$ cat src/rtl/xbar_pkg.sv
// xbar_pkg: shared constants and types for the crossbar slave-side arbiter.
//   CMD_READ / CMD_WRITE : encoding of the master command bit.
//   RESP_OK / RESP_ERR   : encoding of the completion status bit.
//   arb_state_e          : arbiter FSM states.
package xbar_pkg;

    localparam logic CMD_READ  = 1'b0;
    localparam logic CMD_WRITE = 1'b1;
    localparam logic RESP_OK   = 1'b0;
    localparam logic RESP_ERR  = 1'b1;

    typedef enum logic {
        StIdle,
        StBusy
    } arb_state_e;

endpackage

$ cat src/rtl/xbar_rr_arb.sv
// xbar_rr_arb: combinational round-robin pick.
//   eligible_i : one bit per master, set when that master may be granted.
//   ptr_i      : index where the upward search starts (wraps N-1 -> 0).
//   valid_o    : at least one eligible master.
//   grant_o    : first eligible index at or above ptr_i, wrapping.
module xbar_rr_arb #(
    parameter int unsigned N = 4,
    localparam int unsigned IdxW = $clog2(N)
) (
    input  logic [N-1:0]    eligible_i,
    input  logic [IdxW-1:0] ptr_i,
    output logic            valid_o,
    output logic [IdxW-1:0] grant_o
);

    logic [IdxW-1:0] idx;

    // Scan from the farthest offset down to offset 0 so the closest hit to
    // ptr_i is the one that sticks. N is a power of 2, so index wrap is free.
    always_comb begin
        valid_o = 1'b0;
        grant_o = '0;
        idx     = '0;
        for (int k = N - 1; k >= 0; k--) begin
            idx = ptr_i + IdxW'(k);
            if (eligible_i[idx]) begin
                valid_o = 1'b1;
                grant_o = idx;
            end
        end
    end

endmodule

$ cat src/rtl/xbar_slave_arbiter.sv
// xbar_slave_arbiter: arbitrates N crossbar masters onto one slave port.
// Optional feature macro: XBAR_ARB_TIMEOUT_EN (error-completes a transaction
// after TIMEOUT busy cycles without slave ack).
//   clk_i, rst_ni            : clock, asynchronous active-low reset.
//   m_req_i/m_cmd_i          : per-master request and command (0 read, 1 write).
//   m_addr_i/m_wdata_i       : per-master address (top bits select slave), wdata.
//   m_ack_o                  : one-hot completion pulse to the granted master.
//   m_resp_o/m_rdata_o       : completion status and read data, valid with ack.
//   s_req_o/s_cmd_o          : slave request (high while busy) and command.
//   s_addr_o/s_wdata_o       : captured address (select bits stripped), wdata.
//   s_ack_i/s_resp_i/s_rdata_i : slave completion, status, read data.
//   grant_id_o/busy_o        : current/last granted master, transaction in flight.
module xbar_slave_arbiter
    import xbar_pkg::*;
#(
    parameter int unsigned N        = 4,
    parameter int unsigned SLAVE_ID = 0,
    parameter int unsigned TIMEOUT  = 255,
    localparam int unsigned IdxW    = $clog2(N),
    localparam int unsigned AddrW   = 32 - IdxW
) (
    input  logic                 clk_i,
    input  logic                 rst_ni,
    input  logic [N-1:0]         m_req_i,
    input  logic [N-1:0]         m_cmd_i,
    input  logic [N-1:0][31:0]   m_addr_i,
    input  logic [N-1:0][31:0]   m_wdata_i,
    output logic [N-1:0]         m_ack_o,
    output logic                 m_resp_o,
    output logic [31:0]          m_rdata_o,
    output logic                 s_req_o,
    output logic                 s_cmd_o,
    output logic [AddrW-1:0]     s_addr_o,
    output logic [31:0]          s_wdata_o,
    input  logic                 s_ack_i,
    input  logic                 s_resp_i,
    input  logic [31:0]          s_rdata_i,
    output logic [IdxW-1:0]      grant_id_o,
    output logic                 busy_o
);

    arb_state_e        state_q, state_d;
    logic [IdxW-1:0]   ptr_q, ptr_d;
    logic [IdxW-1:0]   grant_q, grant_d;
    logic              cmd_q, cmd_d;
    logic [AddrW-1:0]  addr_q, addr_d;
    logic [31:0]       wdata_q, wdata_d;

    logic [N-1:0]      eligible;
    logic              arb_valid;
    logic [IdxW-1:0]   arb_grant;

`ifdef XBAR_ARB_TIMEOUT_EN
    localparam int unsigned CntW = (TIMEOUT > 0) ? $clog2(TIMEOUT + 1) : 1;
    logic [CntW-1:0]   cnt_q, cnt_d;
`else
    logic unused_timeout;
    assign unused_timeout = ^TIMEOUT;
`endif

    always_comb begin
        for (int i = 0; i < N; i++) begin
            eligible[i] = m_req_i[i] && (m_addr_i[i][31 -: IdxW] == IdxW'(SLAVE_ID));
        end
    end

    xbar_rr_arb #(
        .N (N)
    ) u_rr_arb (
        .eligible_i (eligible),
        .ptr_i      (ptr_q),
        .valid_o    (arb_valid),
        .grant_o    (arb_grant)
    );

    always_comb begin
        state_d   = state_q;
        ptr_d     = ptr_q;
        grant_d   = grant_q;
        cmd_d     = cmd_q;
        addr_d    = addr_q;
        wdata_d   = wdata_q;
`ifdef XBAR_ARB_TIMEOUT_EN
        cnt_d     = cnt_q;
`endif
        m_ack_o   = '0;
        m_resp_o  = RESP_OK;
        m_rdata_o = '0;

        unique case (state_q)
            StIdle: begin
                if (arb_valid) begin
                    state_d = StBusy;
                    grant_d = arb_grant;
                    ptr_d   = arb_grant + IdxW'(1);
                    cmd_d   = m_cmd_i[arb_grant];
                    addr_d  = m_addr_i[arb_grant][AddrW-1:0];
                    wdata_d = m_wdata_i[arb_grant];
`ifdef XBAR_ARB_TIMEOUT_EN
                    cnt_d   = '0;
`endif
                end
            end
            StBusy: begin
                if (s_ack_i) begin
                    m_ack_o[grant_q] = 1'b1;
                    m_resp_o         = s_resp_i;
                    m_rdata_o        = s_rdata_i;
                    state_d          = StIdle;
`ifdef XBAR_ARB_TIMEOUT_EN
                end else if (cnt_q == CntW'(TIMEOUT)) begin
                    // A real slave ack in the same cycle takes precedence above.
                    m_ack_o[grant_q] = 1'b1;
                    m_resp_o         = RESP_ERR;
                    state_d          = StIdle;
                end else begin
                    cnt_d = cnt_q + CntW'(1);
`endif
                end
            end
        endcase
    end

    always_ff @(posedge clk_i or negedge rst_ni) begin
        if (!rst_ni) begin
            state_q <= StIdle;
            ptr_q   <= '0;
            grant_q <= '0;
            cmd_q   <= 1'b0;
            addr_q  <= '0;
            wdata_q <= '0;
`ifdef XBAR_ARB_TIMEOUT_EN
            cnt_q   <= '0;
`endif
        end else begin
            state_q <= state_d;
            ptr_q   <= ptr_d;
            grant_q <= grant_d;
            cmd_q   <= cmd_d;
            addr_q  <= addr_d;
            wdata_q <= wdata_d;
`ifdef XBAR_ARB_TIMEOUT_EN
            cnt_q   <= cnt_d;
`endif
        end
    end

    assign busy_o     = (state_q == StBusy);
    assign s_req_o    = busy_o;
    assign s_cmd_o    = cmd_q;
    assign s_addr_o   = addr_q;
    assign s_wdata_o  = wdata_q;
    assign grant_id_o = grant_q;

endmodule

$ cat config.mk
export PLATFORM = sky130hd
export DESIGN_NAME = xbar_slave_arbiter
export DESIGN_NICKNAME = d
export VERILOG_FILES = /design/src/rtl/xbar_pkg.sv /design/src/rtl/xbar_rr_arb.sv /design/src/rtl/xbar_slave_arbiter.sv
export SDC_FILE = /design/constraint.sdc
export NUM_CORES = 1
export LEC_CHECK = 0
export CELL_PAD_IN_SITES_DETAIL_PLACEMENT = 1
export CELL_PAD_IN_SITES_GLOBAL_PLACEMENT = 1
export CORE_AREA = 8 8 149 151
export CTS_CLUSTER_DIAMETER = 40
export CTS_CLUSTER_SIZE = 25
export DETAILED_ROUTE_END_ITERATION = 16
export DIE_AREA = 0 0 157 159
export HOLD_SLACK_MARGIN = 0.06
export PLACE_DENSITY = 0.83
export SLEW_MARGIN = 20
export SYNTH_ARGS = -nofsm -noshare
export SYNTH_HDL_FRONTEND = slang
export SYNTH_HIERARCHICAL = 1
export SYNTH_SLANG_ARGS = --single-unit
$ cat constraint.sdc
create_clock -name clk_i -period 3.8 [get_ports clk_i]
set_input_delay 0.76 -clock clk_i [delete_from_list [all_inputs] [get_ports clk_i]]
set_output_delay 0.76 -clock clk_i [all_outputs]
set_load 0.01 [all_outputs]
==> results of run 1 <==
[cell type report]
| cell class | count | area share [%] |
|---|---|---|
| repair buffers | 421 | 46.1 |
| multi-input cells | 189 | 28.0 |
| flip-flops and latches | 68 | 18.6 |
| well taps | 270 | 3.68 |
| clock buffers | 10 | 2.61 |
| clock inverters | 6 | 0.955 |
| inverters | 2 | 0.0819 |
[cells in the mapped netlist (all sizes together)]
cell type,n
dfrtp,68
mux2,66
mux4,63
and3,33
buf,18
clkbuf,11
nor3b,7
nor2,4
nand2,3
nand2b,3
a211oi,2
inv,2
mux2i,2
a21oi,1
and4,1
nor2b,1
nor3,1
o21ai,1
xor2,1
[critical path, delay by kind of cell]
| kind | cells | cell delay [ps] |
|---|---|---|
| compound gates | 1 | 350 |
| mux | 3 | 1040 |
| buf+inv | 3 | 890 |
| simple gates | 1 | 470 |
[layer usage]
metal | vias up | share of wire, %
met2 | 204 | 54
met1 | 2187 | 36
met4 | 0 | 2.1
met3 | 25 | 7.8
met5 | - | 0
li1 | 1964 | -
[path summary, 6_finish.rpt]
path                          startpoint            end  slack, ps
min                        s_wdata_o[17]  s_wdata_o[17]        500
max                           m_req_i[3]   s_wdata_o[4]        470
min reg2reg                s_wdata_o[17]  s_wdata_o[17]        500
min in group asynchronous         rst_ni  s_wdata_o[13]        560
max in group asynchronous         rst_ni   s_wdata_o[4]       2630
max reg2reg                     ptr_q[1]   s_wdata_o[4]       1420
[state kept, by name (all words and copies together) (netlist names)]
signal and count:
s_wdata_o 32, s_addr_o 30, grant_id_o 2, ptr_q 2, busy_o 1, s_cmd_o 1
[logic make-up (layout without fill, tap and decap cells)]
group | count (synthesis) | in the layout | share of synthesized area [%]
compound gates | 4 | 4 | 0.679
mux | 131 | 131 | 49.4
flops | 68 | 68 | 38.5
simple gates | 53 | 53 | 7.34
xor+xnor | 1 | 1 | 0.198
buf+inv | 31 | 439 | 3.88
[power breakdown]
| part | leakage, nW | switching, mW | internal, mW | total, mW |
|---|---|---|---|---|
| Clock | 0.151 | 0.328 | 0.591 | 0.919 |
| Sequential | 0.798 | 0.206 | 1.02 | 1.23 |
| Combinational | 2.54 | 0.677 | 1.25 | 1.93 |
| Total | 3.49 | 1.21 | 2.87 | 4.08 |
[metrics by stage]
step           power, mW  setup WS (ps)  hold slack [ps]  util [%]
2_1_floorplan       1.95           1060              464         -
5_1_grt             4.30            288              521      46.2
3_5_place_dp        3.20           80.3              495      44.6
3_3_place_gp        3.12            317              488      44.6
6_report            4.08            474              504      46.2
4_1_cts             4.15            446              507      46.2
==> metrics.md, run 1 <==
| Metric | Value |
|---|---|
| Hold path depth | 1 |
| Cell area power density | 445 mW/mm^2 |
| Number of H-tree levels | 3 |
| Number of I/O pins | 404 |
| Critical path, cell by cell | clkdlybuf4s50_1, nor3b_1, mux2i_1, a211oi_4, buf_12, buf_12, mux4_2, mux2_2 |
| Via Count | 4380 |
| CTS tree | built |
| GP Congestion | 0.883 |
| CP arrival | 3540 ps |
| Largest net degree at the start of global routing | 69 |
| VDD IR max | 190 uV |
| Setup Fix Bufs, Post-CTS | 0 |
| Leading cell type in the layout, fill and taps excluded | clkdlybuf4s50_1 |
| Number of fill cells | 2053 |
| Initial Utilization | 22.3% |
| Area growth syn-to-layout | 108% |
| DIE HEIGHT | 159 um |
| First-pass GRT wire length | 33800 um |
| Total die area | 0.0250 sq mm |
| Post-Layout Cell Count | 966 |
| Max Clk Rate | 301 MHz |
| Core footprint | 0.0198 sq mm |
| Top fanout value on the critical path | 22 |
| Global route overflow | 0 |
| Initial antenna violation count | 0 |
| GRT Total Usage | 18.0% |
| # DRC | 0 |
| Slew Limit Fails | 0 |
| Crit path time final | 3330 ps |
| Ratio of final minimum period to clock period | 87.5% |
| Reg2reg path depth | 6 |
| Slew HR | 30.5% |
| Library cells used by synthesis | 23 |
| Post-DR vias/cell | 4.53 |
| Fin area | 0.00917 sq mm |
| Worst min-delay path class | flop to flop |
| Register area | 0.00170 sq mm |
| Die W | 157 um |
| Placed insts | 950 |
| NumNets Final | 991 |
| Sequential share of the synthesized area | 38.5% |
| Status | complete, no violations |
| Number of synthesized register bits | 68 |
| Slowest stage cell, crit path | mux4_2 |
| Root Driver | clkbuf_16 |
| Most used routing layer | met2 |
| Max clock buf depth | 2 |
| ANT nets after route | 0 |
| Overall routed net length | 22800 um |
| Number of buffers created by CTS | 9 |
| RSZ-0062 raised after global routing | false |
| Largest area contributor in the netlist | dfrtp_1 |
| CTS clock-pin slew for the worst setup and hold paths | 50 ps |
| Max cap viols | 0 |
| DPL Wire Length | 19100 um |
| Commonest cells after routing, fill and taps aside | 402 x clkdlybuf4s50_1, 68 x dfrtp_1, 66 x mux2_2, 63 x mux4_2, 33 x and3_1 |
| Post-CTS sizing | 0 |
| Worst-skew pair later-pin latency | 340 ps |
| Worst setup SP type | input port |
| Antenna diodes | 0 |
| Final setup vio count | 0 |
| Layout cells sized above 1 | 24.0% |
| Post-DP Area | 0.00884 sq mm |
| Clock sink count | 68 |
| I/O Buffers | 403 |
| Post-Syn Area per Cell | 15.3 sq um |
| Mapped Nets | 588 |
| Area occupied by multi-input gates | 0.00257 sq mm |
| Row count | 52 |
| Leakage power | 3.49 nW |
| Data required, critical path | 4020 ps |
| Met1 Use GR | 18.5% |
| Initial DRC Count | 109 |
| Setup Skew | 5.67 ps |
| Yosys top cell area share | 38.5% |
| Mapped Cells | 288 |
| Vias in the first global route | 5269 |
| Post-Syn Area | 0.00442 sq mm |
| GR Util met3 | 5.62% |
| Crit Path Class | input port to flop |
| Area contributors post-synth | dfrtp_1 39%, mux4_2 32%, mux2_2 17% |
| Slew @ Worst Pin | 1040 ps |
| YS warnings | 6 |
| Met2 Usage GRT | 33.7% |
| Setup TNS | 0 ps |
| TritonRoute pass-1 iters | 4 |
| Crit. End Element | flop |
| Worst stage delay on the critical path | 530 ps |
| Most frequent CP cell | buf_12 |
| Final hold viol count | 0 |
| Cts hold-fix bufs | 0 |
| Routed WL per cell | 23.6 um |
No activity file was read; power rests on OpenSTA's default activity.
==> run 2: changes to the inputs <==
Settings changed: CORE_AREA 8 8 149 151 to 2 2 156 158, DIE_AREA 0 0 157 159 to 0 0 158 160, PLACE_DENSITY 0.83 to 0.72.
==> run 2 against run 1 <==
Compared with the run above:
- global-route usage fell by 2.0 points
- final area is 0.57% lower
- utilization fell by 7.9 points
- sequential share of layout area is 0.11 points higher
- maximum frequency rose by 2.5%
- clock power is 3.6% lower
- clock-buffer cell count up 2
- setup slack better by 82 ps
- first-iteration DRC count is 44% higher
- worst hold slack improved by 1.8 ps
==> metrics.md, run 2 (synthesis gave the netlist of run 1 again) <==
| Metric | Value |
|---|---|
| Clock sink count | 68 (unchanged) |
| Hold path depth | 1 (unchanged) |
| Row count | 57 (+9.6%) |
| Leading cell type in the layout, fill and taps excluded | clkdlybuf4s50_1 |
| I/O Buffers | 403 (unchanged) |
| Data required, critical path | 3040 ps (-980 ps) |
| Via Count | 4367 (-0.30%) |
| Core footprint | 0.0238 sq mm (+20%) |
| Number of H-tree levels | 3 (unchanged) |
| Slew @ Worst Pin | 1060 ps (+17.9 ps) |
| Leakage power | 3.43 nW (-1.8%) |
| Internal | 2.80 mW (-2.4%) |
| GP Congestion | 0.832 (-5.9%) |
| RSZ-0062 raised after global routing | false |
| Slew Limit Fails | 0 (unchanged) |
| Number of buffers created by CTS | 9 (unchanged) |
| Worst-skew pair later-pin latency | 340 ps (about the same) |
| Number of I/O pins | 404 (unchanged) |
| Max cap viols | 0 (unchanged) |
| Max clock buf depth | 2 (unchanged) |
| Number of fill cells | 2592 (+26%) |
| Top fanout value on the critical path | 40 (+82%) |
| Crit Path Class | flop to primary output |
| First-pass GRT wire length | 30100 um (-11%) |
| Status | complete, no violations |
| Final hold viol count | 0 (unchanged) |
| Register share of total power | 30.8% (+0.6 points) |
| Commonest cells after routing, fill and taps aside | 402 x clkdlybuf4s50_1, 68 x dfrtp_1, 66 x mux2_2, 63 x mux4_2, 33 x and3_1 |
| NumNets Final | 981 (-1.0%) |
| Setup TNS | 0 ps (unchanged) |
| Ratio of final minimum period to clock period | 85.4% (-2.2 points) |
| Routed WL per cell | 20.2 um (-15%) |
| Reg2reg path depth | 5 (-1) |
| DIE HEIGHT | 160 um (+0.63%) |
| VDD IR max | 161 uV (-15%) |
| DPL Wire Length | 16200 um (-15%) |
| Largest net degree at the start of global routing | 69 (unchanged) |
| ANT nets after route | 0 (unchanged) |
| CTS clock-pin slew for the worst setup and hold paths | 60 ps (about the same) |
| Setup Skew | 6.96 ps (+1.29 ps) |
| Crit path time final | 3240 ps (-82.4 ps) |
| Setup Fix Bufs, Post-CTS | 0 (unchanged) |
| Root Driver | clkbuf_16 |
| TritonRoute pass-1 iters | 4 (unchanged) |
| Cts hold-fix bufs | 0 (unchanged) |
| Layout cells sized above 1 | 22.7% (-1.3 points) |
| Slew HR | 29.3% (-1.2 points) |
| Clock Power Share | 22.2% (-0.3 points) |
| Sw power | 1.18 mW (-2.4%) |
| Cell area power density | 437 mW/mm^2 (-1.8%) |
| # DRC | 0 (unchanged) |
| Area growth syn-to-layout | 106% |
| Initial antenna violation count | 1 (+1) |
| Pre-CTS worst setup slack | 351 ps (+271 ps) |
| Initial DRC Count | 157 (+44%) |
| Vias in the first global route | 4881 (-7.4%) |
| Overall routed net length | 20400 um (-11%) |
| Max FFs per register | 32 (unchanged) |
| Post-CTS sizing | 0 (unchanged) |
| Max Clk Rate | 308 MHz (+2.5%) |
| Register area | 0.00170 sq mm (unchanged) |
| Global route overflow | 0 (unchanged) |
| Worst min-delay path class | flop to flop |
| Crit. End Element | primary output |
| Final setup vio count | 0 (unchanged) |
| Initial Utilization | 18.5% (-3.7 points) |
| CP arrival | 2480 ps (-1060 ps) |
| Worst setup margin | 556 ps (+82.4 ps) |
| CTS tree | built |
| Total die area | 0.0253 sq mm (+1.3%) |
| Comb power frac | 47.0% (-0.3 points) |
| Sw Ratio | 29.7% (about the same) |
| Area occupied by multi-input gates | 0.00257 sq mm (unchanged) |
| Worst setup SP type | flop |
| GRT Total Usage | 16.0% (-2.0 points) |
| Die W | 158 um (+0.64%) |
| Post-DR vias/cell | 4.32 (-4.7%) |
run 2: cell types whose count changed in the layout (fill, tap and decap cells not counted), sizes merged:
cell,delta
buf,-10
bufinv,-1
clkbuf,+2
clkinv,+1
clkinvlp,-2
diode,+1
run 2: per-stage QoR:
stage               power (mW)  utilization, %  instance area (sq um)  std cells  hold WS [ps]
CTS                       4.06            38.3                   9110       1010           507
global route              4.21            38.3                   9110       1010           525
finish                    3.98            38.3                   9120       1011           506
detailed placement        3.13            37.0                   8810        994           495
floorplan                 1.95               -                   4420        288           464
global placement          3.10            37.0                   8810        994           489
run 2: worst paths after layout:
path / start / slack, ps / to
worst max register to register: ptr_q[1] / 1490 / s_addr_o[18]
worst min-delay path: s_wdata_o[31] / 510 / s_wdata_o[31]
worst min register to register: s_wdata_o[31] / 510 / s_wdata_o[31]
max in group asynchronous: rst_ni / 2560 / s_addr_o[15]
worst max-delay path: busy_o / 560 / m_ack_o[2]
min in group asynchronous: rst_ni / 570 / s_wdata_o[16]
run 2: final cells by class:
class / instances / share of cell area [%]
multi-input combinational: 189 / 28.2
inverter: 2 / 0.0823
tap: 324 / 4.45
sequential: 68 / 18.7
clock buffer: 12 / 2.81
clock inverter: 4 / 0.521
antenna: 1 / 0.0274
timing repair buffer: 411 / 45.3
run 2: power by group through the flow:
stage               sequential, mW  combinational, mW  clock, mW
global route                  1.28               1.99      0.947
floorplan                     1.33              0.622          0
detailed placement            1.24               1.89          0
finish                        1.23               1.87      0.886
global placement              1.23               1.87          0
CTS                           1.23               1.90      0.924
run 2: routing by layer:
layer  track usage [%]  part of all wire [%]  up-vias
li1                  -                     -     1942
met1              19.9                    40     2196
met2              27.1                    49      210
met3              4.61                   8.3       19
met4              4.59                   1.7        0
met5                 0                     0        -
run 2: critical path: stages (launching register included):
cell and delay [ps]:
dfrtp_1 1040, nand2_1 260, nor3b_1 260, clkdlybuf4s50_1 590
==> run 3: changes to the inputs <==
Settings changed: PLACE_DENSITY 0.72 to 0.78.
==> run 3 against run 2 <==
Compared with the run above:
- register-to-register slack got worse by 50 ps
- utilization grew 0.38 points
- first-iteration DRC count shrank 32%
- highest routed layer is now met5
- die area is the same
- global-route usage fell by 0.70 points
- via count is 0.57% lower
- clock-buffer cell count is 1 lower
- final area up 1.0%
- non-clock buffer count grew 4
- setup slack lost 8.2 ps
- cell count grew 0.40%
- critical path depth up 5
- critical endpoint is now s_wdata_o[23]
==> metrics.md, run 3 (synthesis gave the netlist of run 1 again) <==
| Metric | Value |
|---|---|
| Status | complete, no violations |
| Sw power | 1.18 mW (-0.35%) |
| Largest net degree at the start of global routing | 69 (unchanged) |
| ANT nets after route | 0 (unchanged) |
| NumNets Final | 985 (+0.41%) |
| Max Clk Rate | 308 MHz (-0.25%) |
| Final setup vio count | 0 (unchanged) |
| Post-CTS sizing | 0 (unchanged) |
| Initial Utilization | 18.5% (unchanged) |
| GRT Total Usage | 15.3% (-0.70 points) |
| Number of H-tree levels | 3 (unchanged) |
| Max clock buf depth | 2 (unchanged) |
| Global route overflow | 0 (unchanged) |
| VDD IR max | 144 uV (-11%) |
| # DRC | 0 (unchanged) |
| Number of I/O pins | 404 (unchanged) |
| Cell area power density | 439 mW/mm^2 (+0.57%) |
| CTS clock-pin slew for the worst setup and hold paths | 60 ps (about the same) |
| Register share of total power | 29.8% (-1.0 points) |
| Routed WL per cell | 19.4 um (-3.7%) |
| DIE HEIGHT | 160 um (unchanged) |
| Setup Skew | 12.3 ps (+5.37 ps) |
| Final hold viol count | 0 (unchanged) |
| Fin Hold WS | 504 ps (-1.98 ps) |
| Ratio of final minimum period to clock period | 85.6% (+0.22 points) |
| Via Count | 4342 (-0.57%) |
| Slew HR | 35.8% (+6.5 points) |
| Data required, critical path | 4010 ps (+970 ps) |
| Max FFs per register | 32 (unchanged) |
| Area growth syn-to-layout | 108% |
| Setup TNS | 0 ps (unchanged) |
| Clock Power Share | 23.5% (+1.3 points) |
| Worst-skew pair later-pin latency | 340 ps (about the same) |
| Critical path, cell by cell | clkdlybuf4s50_1, nor3b_1, mux2i_1, a211oi_4, buf_12, buf_12, mux4_2, mux2_2 |
| Slowest stage cell, crit path | mux4_2 |
| Setup Fix Bufs, Post-CTS | 0 (unchanged) |
| Worst stage delay on the critical path | 520 ps (-520 ps) |
| RSZ-0062 raised after global routing | false |
| Internal | 2.86 mW (+2.4%) |
| Sw Ratio | 29.2% (-0.57 points) |
| GP Congestion | 0.739 (-11%) |
| TritonRoute pass-1 iters | 4 (unchanged) |
| Top fanout value on the critical path | 22 (-45%) |
| Overall routed net length | 19700 um (-3.3%) |
| I/O Buffers | 403 (unchanged) |
| DPL Wire Length | 15700 um (-3.2%) |
| Core footprint | 0.0238 sq mm (unchanged) |
| Clock sink count | 68 (unchanged) |
| First-pass GRT wire length | 29100 um (-3.1%) |
| Vias in the first global route | 4980 (+2.0%) |
| CP arrival | 3470 ps (+990 ps) |
| Cts hold-fix bufs | 0 (unchanged) |
| Crit. End Element | flop |
| Layout cells sized above 1 | 23.2% (+0.45 points) |
| Leakage power | 3.46 nW (+1.1%) |
| Comb power frac | 46.7% (-0.3 points) |
| Max cap viols | 0 (unchanged) |
| Worst setup SP type | input port |
| Total die area | 0.0253 sq mm (unchanged) |
| Row count | 57 (unchanged) |
| Slew Limit Fails | 0 (unchanged) |
| Number of buffers created by CTS | 9 (unchanged) |
| Die W | 158 um (unchanged) |
| Slew @ Worst Pin | 963 ps (-97.9 ps) |
| Initial DRC Count | 107 (-32%) |
| Leading cell type in the layout, fill and taps excluded | clkdlybuf4s50_1 |
| Post-DR vias/cell | 4.28 (-0.96%) |
| CTS tree | built |
| Initial antenna violation count | 4 (+3) |
| Most frequent CP cell | buf_12 |
| Commonest cells after routing, fill and taps aside | 402 x clkdlybuf4s50_1, 68 x dfrtp_1, 66 x mux2_2, 63 x mux4_2, 33 x and3_1 |
| Number of fill cells | 2625 (+1.3%) |
| Root Driver | clkbuf_16 |
| Worst min-delay path class | flop to flop |
| Crit Path Class | input port to flop |
| Crit path time final | 3250 ps (+8.21 ps) |
run 3: worst paths after layout:
kind | startpoint | end | slack (ps) | cells after the start
setup / recovery | m_addr_i[126] | s_wdata_o[23] | 550 | 8
hold / removal | s_addr_o[18] | s_addr_o[18] | 500 | 1
setup reg to reg | ptr_q[1] | s_wdata_o[23] | 1440 | 6
hold reg to reg | s_addr_o[18] | s_addr_o[18] | 500 | 1
max in group asynchronous | rst_ni | s_addr_o[5] | 2590 | 1
min in group asynchronous | rst_ni | s_wdata_o[9] | 560 | 1
run 3: cell type report:
type,instances,area [sq um],share of cell area (%)
Timing Repair Buffer,415,4200,45.6
Multi-Input combinational cell,189,2570,27.9
Sequential cell,68,1700,18.5
Tap cell,324,405,4.40
Clock buffer,11,243,2.64
Clock inverter,5,85.1,0.924
Inverter,2,7.51,0.0815
Antenna cell,1,2.50,0.0272
run 3: routing by layer:
metal,track usage [%],wire length (um),up-vias
met1,16.8,7280,2150
met4,3.48,238,2
met2,27.7,10100,222
met3,5.92,2030,17
li1,-,-,1951
met5,0,13,-
run 3: power groups by stage:
stage / Sequential (mW) / Combinational [mW] / Clock, mW
floorplan: 1.33 / 0.622 / 0
global placement: 1.21 / 1.88 / 0
detailed placement: 1.22 / 1.91 / 0
CTS: 1.21 / 1.92 / 0.988
global route: 1.25 / 2.01 / 1.02
finish: 1.21 / 1.89 / 0.949
run 3: worst max-delay path, delay by kind of cell:
family | cells | cell delay [ps]
AOI/OAI and AO/OA | 1 | 330
muxes | 3 | 1010
and+or+nand+nor | 1 | 420
buffers and inverters | 3 | 930
run 3: through the flow:
step           setup slack [ps]  util, %  cells  power [mW]  cell area [sq um]
2_1_floorplan              1060        -    288        1.95               4420
3_3_place_gp                245     37.3    998        3.09               8880
3_5_place_dp                168     37.3    998        3.14               8880
4_1_cts                     537     38.6   1014        4.12               9210
5_1_grt                     421     38.6   1014        4.28               9210
6_report                    548     38.7   1015        4.04               9210
==> RTL edit, RTL diff (config.mk and constraints of run 1) <==
`N` is set to 4 in 2 places; all go to 2.
--- a/src/rtl/xbar_rr_arb.sv
+++ b/src/rtl/xbar_rr_arb.sv
@@ -5,5 +5,5 @@
 //   grant_o    : first eligible index at or above ptr_i, wrapping.
 module xbar_rr_arb #(
-    parameter int unsigned N = 4,
+    parameter int unsigned N = 2,
     localparam int unsigned IdxW = $clog2(N)
 ) (
--- a/src/rtl/xbar_slave_arbiter.sv
+++ b/src/rtl/xbar_slave_arbiter.sv
@@ -14,5 +14,5 @@
     import xbar_pkg::*;
 #(
-    parameter int unsigned N        = 4,
+    parameter int unsigned N        = 2,
     parameter int unsigned SLAVE_ID = 0,
     parameter int unsigned TIMEOUT  = 255,
Ports: changed (7 resized); port bits go from 404 to 270. The function was not compared with the original's and may differ.
==> RTL edit against run 1 <==
Setup slack better by 300 ps; synthesized cell count is 8.3% lower; synthesized area is 16% lower; non-clock buffer count shrank 148; sequential cell count fell by 1; power fell by 21%; routed wire length fell by 38%; count of clock-buffer cells in the layout unchanged; via count down 27%; design area is 24% lower; critical path type is now in2out; critical endpoint is now m_rdata_o[20]; largest cell class unchanged.
==> RTL edit: results (changes against run 1) <==
| Metric | Value |
|---|---|
| Worst setup path start | s_ack_i |
| Post-placement cell count | 785 (-17%) |
| Nets | 694 (-30%) |
| Routability cong. | 0.779 (-12%) |
| Netlist cell types | 19 (-17%) |
| Global Route Usage Sum | 11.3% (-6.7 points) |
| Vias per cell | 4.00 (-12%) |
| WL/cell | 17.8 microns (-25%) |
| DR iter-0 viols | 104 (-4.6%) |
| DP Area | 6650 sq um (-25%) |
| Pre-CTS setup slack | 771 ps (+691 ps) |
| CP delay by family, top | buffers and inverters |
| Status | finished clean |
| Net Sw Frac | 27.5% (-2.2 points) |
| Crit path to | m_rdata_o[20] |
| Top cells by count, synth | 81 x mux2_2, 67 x dfrtp_1, 40 x mux2_4 |
| First-pass GRT wire length | 21.7 mm (-36%) |
| R2R Path Start | busy_o |
| Layout Skew | 3.65 ps (-2.02 ps) |
| Post-synthesis sequential area ratio | 45.0% (+6.5 points) |
| Vias in the first global route | 3640 (-31%) |
| Synth top area cells | dfrtp_1 45%, mux2_2 24%, mux2_4 16% |
| Syn Nets | 432 (-27%) |
| TritonRoute pass-1 iters | 5 (+1) |
| Number of port buffers | 269 (-33%) |
| Largest net degree at the start of global routing | 68 (-1.4%) |
| Reg2reg path depth | 3 (-3) |
| Cell Count, Final, Fillers Out | 800 (-17%) |
| Critical path arrival | 2260 ps (-1280 ps) |
| R2r endpoint | s_addr_o[27] |
| FILL cells | 2146 (+4.5%) |
| Leak | 2.88 nW (-17%) |
| Synth Instances | 264 (-8.3%) |
| CP Max Fanout | 36 (+64%) |
| Fraction of layout cells with a size suffix above 1 | 26.8% (+2.8 points) |
==> RTL edit: cell count changes after synthesis, moves of 6 or more <==
cell and delta:
mux4_2 -63, buf_2 -6, nor3b_1 -7, mux2_2 +15, mux2_1 +8, mux2_4 +40
==> RTL edit: cell families after synthesis <==
kind of cell | count (synthesis) | share of synthesized area, %
mux | 130 | 43.3
flops | 67 | 45.0
simple gates | 40 | 6.65
buf+inv | 25 | 4.64
compound gates | 2 | 0.403
==> RTL edit: layout make-up <==
type                            instances  share of cell area (%)
Tap cell                              270                    4.86
Clock inverter                          5                    1.13
Inverter                                3                   0.162
Clock buffer                           10                    3.29
Timing Repair Buffer                  273                    39.3
Multi-Input combinational cell        172                    27.2
Sequential cell                        67                    24.1
==> RTL edit: worst min-delay path by stage <==
stage	from	end	slack [ps]	cells past startpoint
after global routing	s_wdata_o[2]	s_wdata_o[2]	520	1
after global placement	s_wdata_o[28]	s_wdata_o[28]	490	1
after detailed placement	s_addr_o[4]	s_addr_o[4]	500	1
after CTS	s_addr_o[4]	s_addr_o[4]	510	1
after floorplan	rst_ni	busy_o	460	0
final	s_wdata_o[9]	s_wdata_o[9]	500	1
==> RTL edit: power groups by stage <==
stage | Sequential [mW] | Clock, mW | Combinational [mW]
after CTS | 1.06 | 0.929 | 1.30
after detailed placement | 1.07 | 0 | 1.30
final | 1.05 | 0.888 | 1.27
after floorplan | 1.15 | 0 | 0.424
after global placement | 1.05 | 0 | 1.28
after global routing | 1.09 | 0.954 | 1.35
==> RTL edit: per-layer routing <==
| layer | track usage [%] | vias to the layer above | wire length (microns) |
|---|---|---|---|
| met5 | 0 | - | 0 |
| met4 | 5.20 | 0 | 360 |
| met3 | 4.48 | 22 | 1510 |
| met2 | 19.1 | 197 | 6730 |
| met1 | 12.2 | 1512 | 5650 |
| li1 | - | 1468 | - |
